<file path="src/rtl/serial_add_ctrl_if.sv">
// Handshake/operand bundle for serial_add_ctrl.
// With SERIAL_ADD_SUB_EN defined, a SUB request bit travels alongside the operands.
interface serial_add_ctrl_if #(
    parameter int WIDTH = 8
);
    logic             start;
    logic [WIDTH-1:0] a;
    logic [WIDTH-1:0] b;
    logic             cin;
`ifdef SERIAL_ADD_SUB_EN
    logic             sub;
`endif
    logic             busy;
    logic             done;
    logic [WIDTH-1:0] sum;
    logic             cout;

`ifdef SERIAL_ADD_SUB_EN
    modport master (
        output start, a, b, cin, sub,
        input  busy, done, sum, cout
    );
    modport slave (
        input  start, a, b, cin, sub,
        output busy, done, sum, cout
    );
`else
    modport master (
        output start, a, b, cin,
        input  busy, done, sum, cout
    );
    modport slave (
        input  start, a, b, cin,
        output busy, done, sum, cout
    );
`endif
endinterface

</file>
<file path="src/rtl/serial_add_ctrl.sv">
// Bit-serial WIDTH-bit adder: one shared full-adder cell, one bit per clock, LSB first.
// Define SERIAL_ADD_SUB_EN to add a SUB request that computes A-B (Cout=1 means no borrow).
module serial_add_fa (
    input  logic a_i,
    input  logic b_i,
    input  logic cin_i,
    output logic sum_o,
    output logic cout_o
);
    assign sum_o  = a_i ^ b_i ^ cin_i;
    assign cout_o = (a_i & b_i) | (cin_i & (a_i ^ b_i));
endmodule

module serial_add_ctrl #(
    parameter int WIDTH = 8
) (
    input  logic              clk_i,
    input  logic              rst_ni,
    serial_add_ctrl_if.slave  bus
);
    localparam int              CNT_W = (WIDTH > 1) ? $clog2(WIDTH) : 1;
    localparam logic [CNT_W-1:0] LAST = CNT_W'(WIDTH - 1);

    typedef enum logic [1:0] {
        IDLE = 2'd0,
        RUN  = 2'd1,
        FIN  = 2'd2
    } state_t;

    state_t             state_q;
    logic [WIDTH-1:0]   op_a_q;
    logic [WIDTH-1:0]   op_b_q;
    logic               carry_q;
    logic [WIDTH-1:0]   psum_q;
    logic [CNT_W-1:0]   cnt_q;
    logic [WIDTH-1:0]   sum_q;
    logic               cout_q;
    logic               busy_q;
    logic               done_q;

    logic               fa_sum;
    logic               fa_cout;
    logic [WIDTH-1:0]   psum_d;
    logic [WIDTH-1:0]   op_b_d;
    logic               carry_d;

    serial_add_fa u_fa (
        .a_i    (op_a_q[0]),
        .b_i    (op_b_q[0]),
        .cin_i  (carry_q),
        .sum_o  (fa_sum),
        .cout_o (fa_cout)
    );

    // New sum bits enter at the MSB, so after WIDTH shifts bit 0 holds the first result bit.
    assign psum_d = {fa_sum, psum_q[WIDTH-1:1]};

`ifdef SERIAL_ADD_SUB_EN
    // Two's-complement subtract: invert B and force the initial carry to 1.
    assign op_b_d  = bus.sub ? ~bus.b : bus.b;
    assign carry_d = bus.sub ? 1'b1   : bus.cin;
`else
    assign op_b_d  = bus.b;
    assign carry_d = bus.cin;
`endif

    always_ff @(posedge clk_i or negedge rst_ni) begin
        if (!rst_ni) begin
            state_q <= IDLE;
            op_a_q  <= '0;
            op_b_q  <= '0;
            carry_q <= 1'b0;
            psum_q  <= '0;
            cnt_q   <= '0;
            sum_q   <= '0;
            cout_q  <= 1'b0;
            busy_q  <= 1'b0;
            done_q  <= 1'b0;
        end else begin
            case (state_q)
                IDLE: begin
                    done_q <= 1'b0;
                    if (bus.start) begin
                        op_a_q  <= bus.a;
                        op_b_q  <= op_b_d;
                        carry_q <= carry_d;
                        psum_q  <= '0;
                        cnt_q   <= '0;
                        busy_q  <= 1'b1;
                        state_q <= RUN;
                    end
                end
                RUN: begin
                    op_a_q  <= op_a_q >> 1;
                    op_b_q  <= op_b_q >> 1;
                    carry_q <= fa_cout;
                    psum_q  <= psum_d;
                    if (cnt_q == LAST) begin
                        sum_q   <= psum_d;
                        cout_q  <= fa_cout;
                        busy_q  <= 1'b0;
                        done_q  <= 1'b1;
                        state_q <= FIN;
                    end else begin
                        cnt_q <= cnt_q + CNT_W'(1);
                    end
                end
                FIN: begin
                    done_q  <= 1'b0;
                    state_q <= IDLE;
                end
                default: begin
                    busy_q  <= 1'b0;
                    done_q  <= 1'b0;
                    state_q <= IDLE;
                end
            endcase
        end
    end

    assign bus.busy = busy_q;
    assign bus.done = done_q;
    assign bus.sum  = sum_q;
    assign bus.cout = cout_q;
endmodule

</file>
<file path="src/flat_wrapper.sv">
// flat-port wrapper written by rule: the top's interface ports become plain ports
module serial_add_ctrl_flat 
#(
    parameter int WIDTH = 8
)
  (clk_i, rst_ni, bus_start, bus_a, bus_b, bus_cin, bus_busy, bus_done, bus_sum, bus_cout);
  serial_add_ctrl_if #(.WIDTH(WIDTH)) bus_i ();
  input  logic clk_i;
  input  logic rst_ni;
  input wire logic [$bits(bus_i.start)-1:0] bus_start;
  input wire logic [$bits(bus_i.a)-1:0] bus_a;
  input wire logic [$bits(bus_i.b)-1:0] bus_b;
  input wire logic [$bits(bus_i.cin)-1:0] bus_cin;
  output wire logic [$bits(bus_i.busy)-1:0] bus_busy;
  output wire logic [$bits(bus_i.done)-1:0] bus_done;
  output wire logic [$bits(bus_i.sum)-1:0] bus_sum;
  output wire logic [$bits(bus_i.cout)-1:0] bus_cout;
  assign bus_i.start = bus_start;
  assign bus_i.a = bus_a;
  assign bus_i.b = bus_b;
  assign bus_i.cin = bus_cin;
  assign bus_busy = bus_i.busy;
  assign bus_done = bus_i.done;
  assign bus_sum = bus_i.sum;
  assign bus_cout = bus_i.cout;
  serial_add_ctrl #(.WIDTH(WIDTH)) u_core (.clk_i(clk_i), .rst_ni(rst_ni), .bus(bus_i));
endmodule
</file>
<file path="config.mk">
export PLATFORM = sky130hd
export DESIGN_NAME = serial_add_ctrl_flat
export DESIGN_NICKNAME = d
export VERILOG_FILES = /design/src/rtl/serial_add_ctrl_if.sv /design/src/rtl/serial_add_ctrl.sv /design/src/flat_wrapper.sv
export SDC_FILE = /design/constraint.sdc
export NUM_CORES = 1
export LEC_CHECK = 0
export ABC_AREA = 1
export ABC_CLOCK_PERIOD_IN_PS = 1800
export BUFFER_PORTS_ARGS = -buffer_cell sky130_fd_sc_hd__buf_4
export CAP_MARGIN = 20
export CORE_MARGIN = 2
export CORE_UTILIZATION = 45
export CTS_CLUSTER_SIZE = 20
export DETAILED_ROUTE_END_ITERATION = 6
export MAX_ROUTING_LAYER = met4
export PLACE_DENSITY = 0.72
export SETUP_SLACK_MARGIN = 0.4
export SYNTH_ARGS = -nofsm -noshare
export SYNTH_HDL_FRONTEND = slang
export SYNTH_HIERARCHICAL = 1
export SYNTH_SLANG_ARGS = --single-unit
</file>
<file path="constraint.sdc">
create_clock -name clk_i -period 1.8 [get_ports clk_i]
set_input_delay 0.18 -clock clk_i [delete_from_list [all_inputs] [get_ports clk_i]]
set_output_delay 0.18 -clock clk_i [all_outputs]
set_load 0.005 [all_outputs]
</file>
==> run_results.csv <==
group,metric,value,unit
cells_and_area,postLayoutCoreUtil,0.590,
route,route.detailed.drc,0,
clock_network,cts_htree_levels,2,
route,num_vias,1559,
sta,slew-limit-headroom,0.663,
logic_synthesis,syn_nets,257,
pwr,p_seq_frac,0.376,
logic_synthesis,syn_area,0.00193,mm^2
placed_design,place_ws,0.269,ns
worst_setup_path,crit_buf_inv,1,
logic_synthesis,synth_compound_area_frac,0.0598,
cells_and_area,drive_above_1_share,0.235,
logic_synthesis,synth_top_family_by_area,"simple AND/OR/NAND/NOR gates",
clock_network,clk_pin_slew,0.07,ns
cells_and_area,final_area,0.00239,mm^2
floorplanning,num_io_pins,31,
logic_synthesis,ys_top_cells_by_area,"dfrtp_1 (52%), nand3_1 (12%), nand2_1 (12%)",
logic_synthesis,synthMuxAreaShare,0,
global_route,antenna_found_initial,0,
global_route,grt_overflow,0,
clock_network,cts_sinks,40,
cells_and_area,nNetsFinal,291,
floorplanning,die_y,69.4,um
sta,rsz0062_at_grt,"false",
logic_synthesis,syn_inst,234,
clock_network,clock_latency,0.29,ns
sta,fin_setup_tns,0,ns
global_route,grt_start_max_net_pins,41,
pwr,clock_power_share,0.203,
floorplanning,core,0.00406,mm^2
worst_setup_path,worstPathRequired,1.98,ns
sta,final_critical_path_setup_slack,0.510,ns
pwr,p_leak,0.00131,uW
logic_synthesis,synth_ff_type,"dfrtp_1",
logic_synthesis,ys_seq_elements,40,
logic_synthesis,synth_cell_types,18,
sta,setup_violations,0,
clock_network,numCtsBuffers,5,
worst_setup_path,slowest_stage,"dfrtp_1",
sta,fin_worst_skew,0.00863,ns
worst_setup_path,cpPeakStageDelay,0.40,ns
sta,max_freq,775,MHz
sta,slew_viol_final,0,
logic_synthesis,synth_common_cells,"nand2_1 (59), nand3_1 (47), inv_1 (42)",
cells_and_area,seqCellArea,0.00100,mm^2
worst_setup_path,cp-start-kind,"flop",
logic_synthesis,syn_area_per_cell,8.23,um^2
global_route,grt_pass1_wl,6550,um
route,routed_wl,3890,um
clock_network,root_buffer,"clkbuf_8",
floorplanning,die_area,0.00482,mm^2
route,vias_per_cell,4.90,
cells_and_area,fillCellCount,380,
placed_design,place.port_buffers,30,
route,drt_iter0_markers,108,
logic_synthesis,synth-adder-area-share,0.0234,
cells_and_area,syn_to_final_growth,24.2,%
logic_synthesis,synth_simple_gate_area_frac,0.274,
placed_design,dpl_cell_area,0.00218,mm^2
floorplanning,num_rows,23,
worst_setup_path,critPathTopFamily,"adder cells",
floorplanning,die_w,69.4,um
route,antenna_left,0,
cells_and_area,antennaDiodeCount,0,
worst_setup_path,crit_path_end_kind,"flop",
worst_hold_path,min_path_type,"primary input to flop",
placed_design,place_congestion,0.766,
clock_network,cts_tree,"done",
pwr,pwr_density_cell,1750,mW/mm^2
pwr,vdd_drop_max,812,uV
sta,min_period,1.29,ns
logic_synthesis,synthXorXnorAreaFrac,0,
floorplanning,start_util,0.475,
clock_network,clk_path_buf_depth,2,
flow_run,drv_cap,0,
worst_setup_path,path_class,"flop to flop",
status,status,"finished clean",
worst_setup_path,critical_path_arrival,1.47,ns
logic_synthesis,yosysSeqAreaShare,0.520,
sta,worstMarginPinSlew,0.506,ns
logic_synthesis,synth_top_cell_by_area,"dfrtp_1",
placed_design,hpwlAfterDp,2560,um
logic_synthesis,synth_edf_count,0,
cells_and_area,multiInputGateArea,724,um^2
route,wl_per_cell,12.2,um
route,dr.pass1.iters,4,
sta,final_hold_viol_count,0,
logic_synthesis,yosysWarnings,6,
logic_synthesis,synth.most_common_cell,"nand2_1",
global_route,grt_usage,0.175,
logic_synthesis,async_flop_share,1.00,
sta,finalCritPeriodShare,0.717,
worst_setup_path,cp_max_fo,5,
pwr,internal-power,2630,uW
logic_synthesis,yosysTopAreaCellShare,0.520,
pwr,p_sw,1560,uW
pwr,p_sw_frac,0.373,
global_route,grt_pass1_vias,1414,
worst_setup_path,worstPathCellList,"ha_1 -> ha_2 -> inv_2 -> nand3_2 -> nand3_1 -> nand2_1",
pwr,pwr-share-comb,0.421,
-- cells by family after synthesis --
| family | after synthesis |
|---|---|
| AO/OA/AOI/OAI | 17 |
| flip-flops | 40 |
| adder cells (fa/ha/maj) | 3 |
| buffers and inverters | 55 |
| AND/OR/NAND/NOR | 119 |
-- per-stage QoR --
step / std cells / power, uW / hold WS [ns]
2_1_floorplan: 234 / 2770 / -0.116
3_3_place_gp: 308 / 3200 / 0.191
3_5_place_dp: 308 / 3250 / 0.189
4_1_cts: 316 / 4140 / 0.101
5_1_grt: 318 / 4540 / 0.113
6_report: 318 / 4190 / 0.105
-- final timing paths --
path                                  from           endpoint  slack (ns)  cells past startpoint
setup / recovery           u_core/cnt_q[0]    u_core/cnt_q[1]        0.51                      6
hold / removal                    bus_b[7]   u_core/op_b_q[7]        0.11                      3
setup reg to reg           u_core/cnt_q[0]    u_core/cnt_q[1]        0.51                      6
hold reg to reg            u_core/bus.cout    u_core/bus.cout        0.48                      2
max in group asynchronous           rst_ni   u_core/op_b_q[1]        1.05                      2
min in group asynchronous           rst_ni  u_core/bus.sum[4]        0.40                      2
-- layout make-up --
class                      count  area share
clock inverter                 2      0.0251
clock buffer                   5      0.0288
sequential                    40       0.418
timing repair buffer          38       0.129
inverter                      44      0.0701
tap                           50      0.0262
multi-input combinational    139       0.303
-- power by group through the flow --
stage / Clock, uW / Sequential (uW) / Combinational (uW)
2_1_floorplan: 0 / 1540 / 1230
3_3_place_gp: 0 / 1570 / 1630
3_5_place_dp: 0 / 1580 / 1670
4_1_cts: 863 / 1570 / 1700
5_1_grt: 900 / 1630 / 2000
6_report: 852 / 1570 / 1760
-- registers in the layout (all words and copies together), names as in the netlist, 2 cells and up --
name            cells
u_core/cnt_q        3
u_core/psum_q       7
u_core/op_b_q       8
u_core/bus.sum      8
u_core/op_a_q       8
u_core/state_q      2
-- worst reg2reg max path, delay by kind of cell, from the launching register on --
family | cells | cell delay [ns]
DFF | 1 | 0.40
adders and majority gates | 2 | 0.43
buffers and inverters | 1 | 0.10
and+or+nand+nor | 3 | 0.26
-- placed cells by master, fill, tap and decap left out, types with 2 or more instances in the layout --
| master | n |
|---|---|
| nand2_1 | 58 |
| nand3_1 | 46 |
| inv_1 | 41 |
| dfrtp_1 | 40 |
| buf_4 | 34 |
| o21ai_2 | 8 |
| o21ai_1 | 6 |
| clkbuf_8 | 5 |
| nor2_1 | 5 |
| nand4_1 | 3 |
| o21ai_0 | 3 |
| bufinv_16 | 2 |
| nand2_4 | 2 |
| inv_2 | 2 |
| buf_6 | 2 |
-- per-layer routing --
layer | global-route usage | share of wire | up-vias
li1 | - | - | 790
met1 | 0.231 | 0.48 | 720
met2 | 0.263 | 0.46 | 44
met3 | 0.0480 | 0.051 | 5
met4 | 0.0566 | 0.0098 | 0
met5 | - | 0 | -
-- timing repair --
item	CTS	global route
endpoints found under the hold margin	40	0
resized for setup	3	9
setup buffers	0	2
endpoints found under the setup margin	35	26
hold buffers	1	0
pin swaps	0	1
Power figures use the tool's default switching activity.
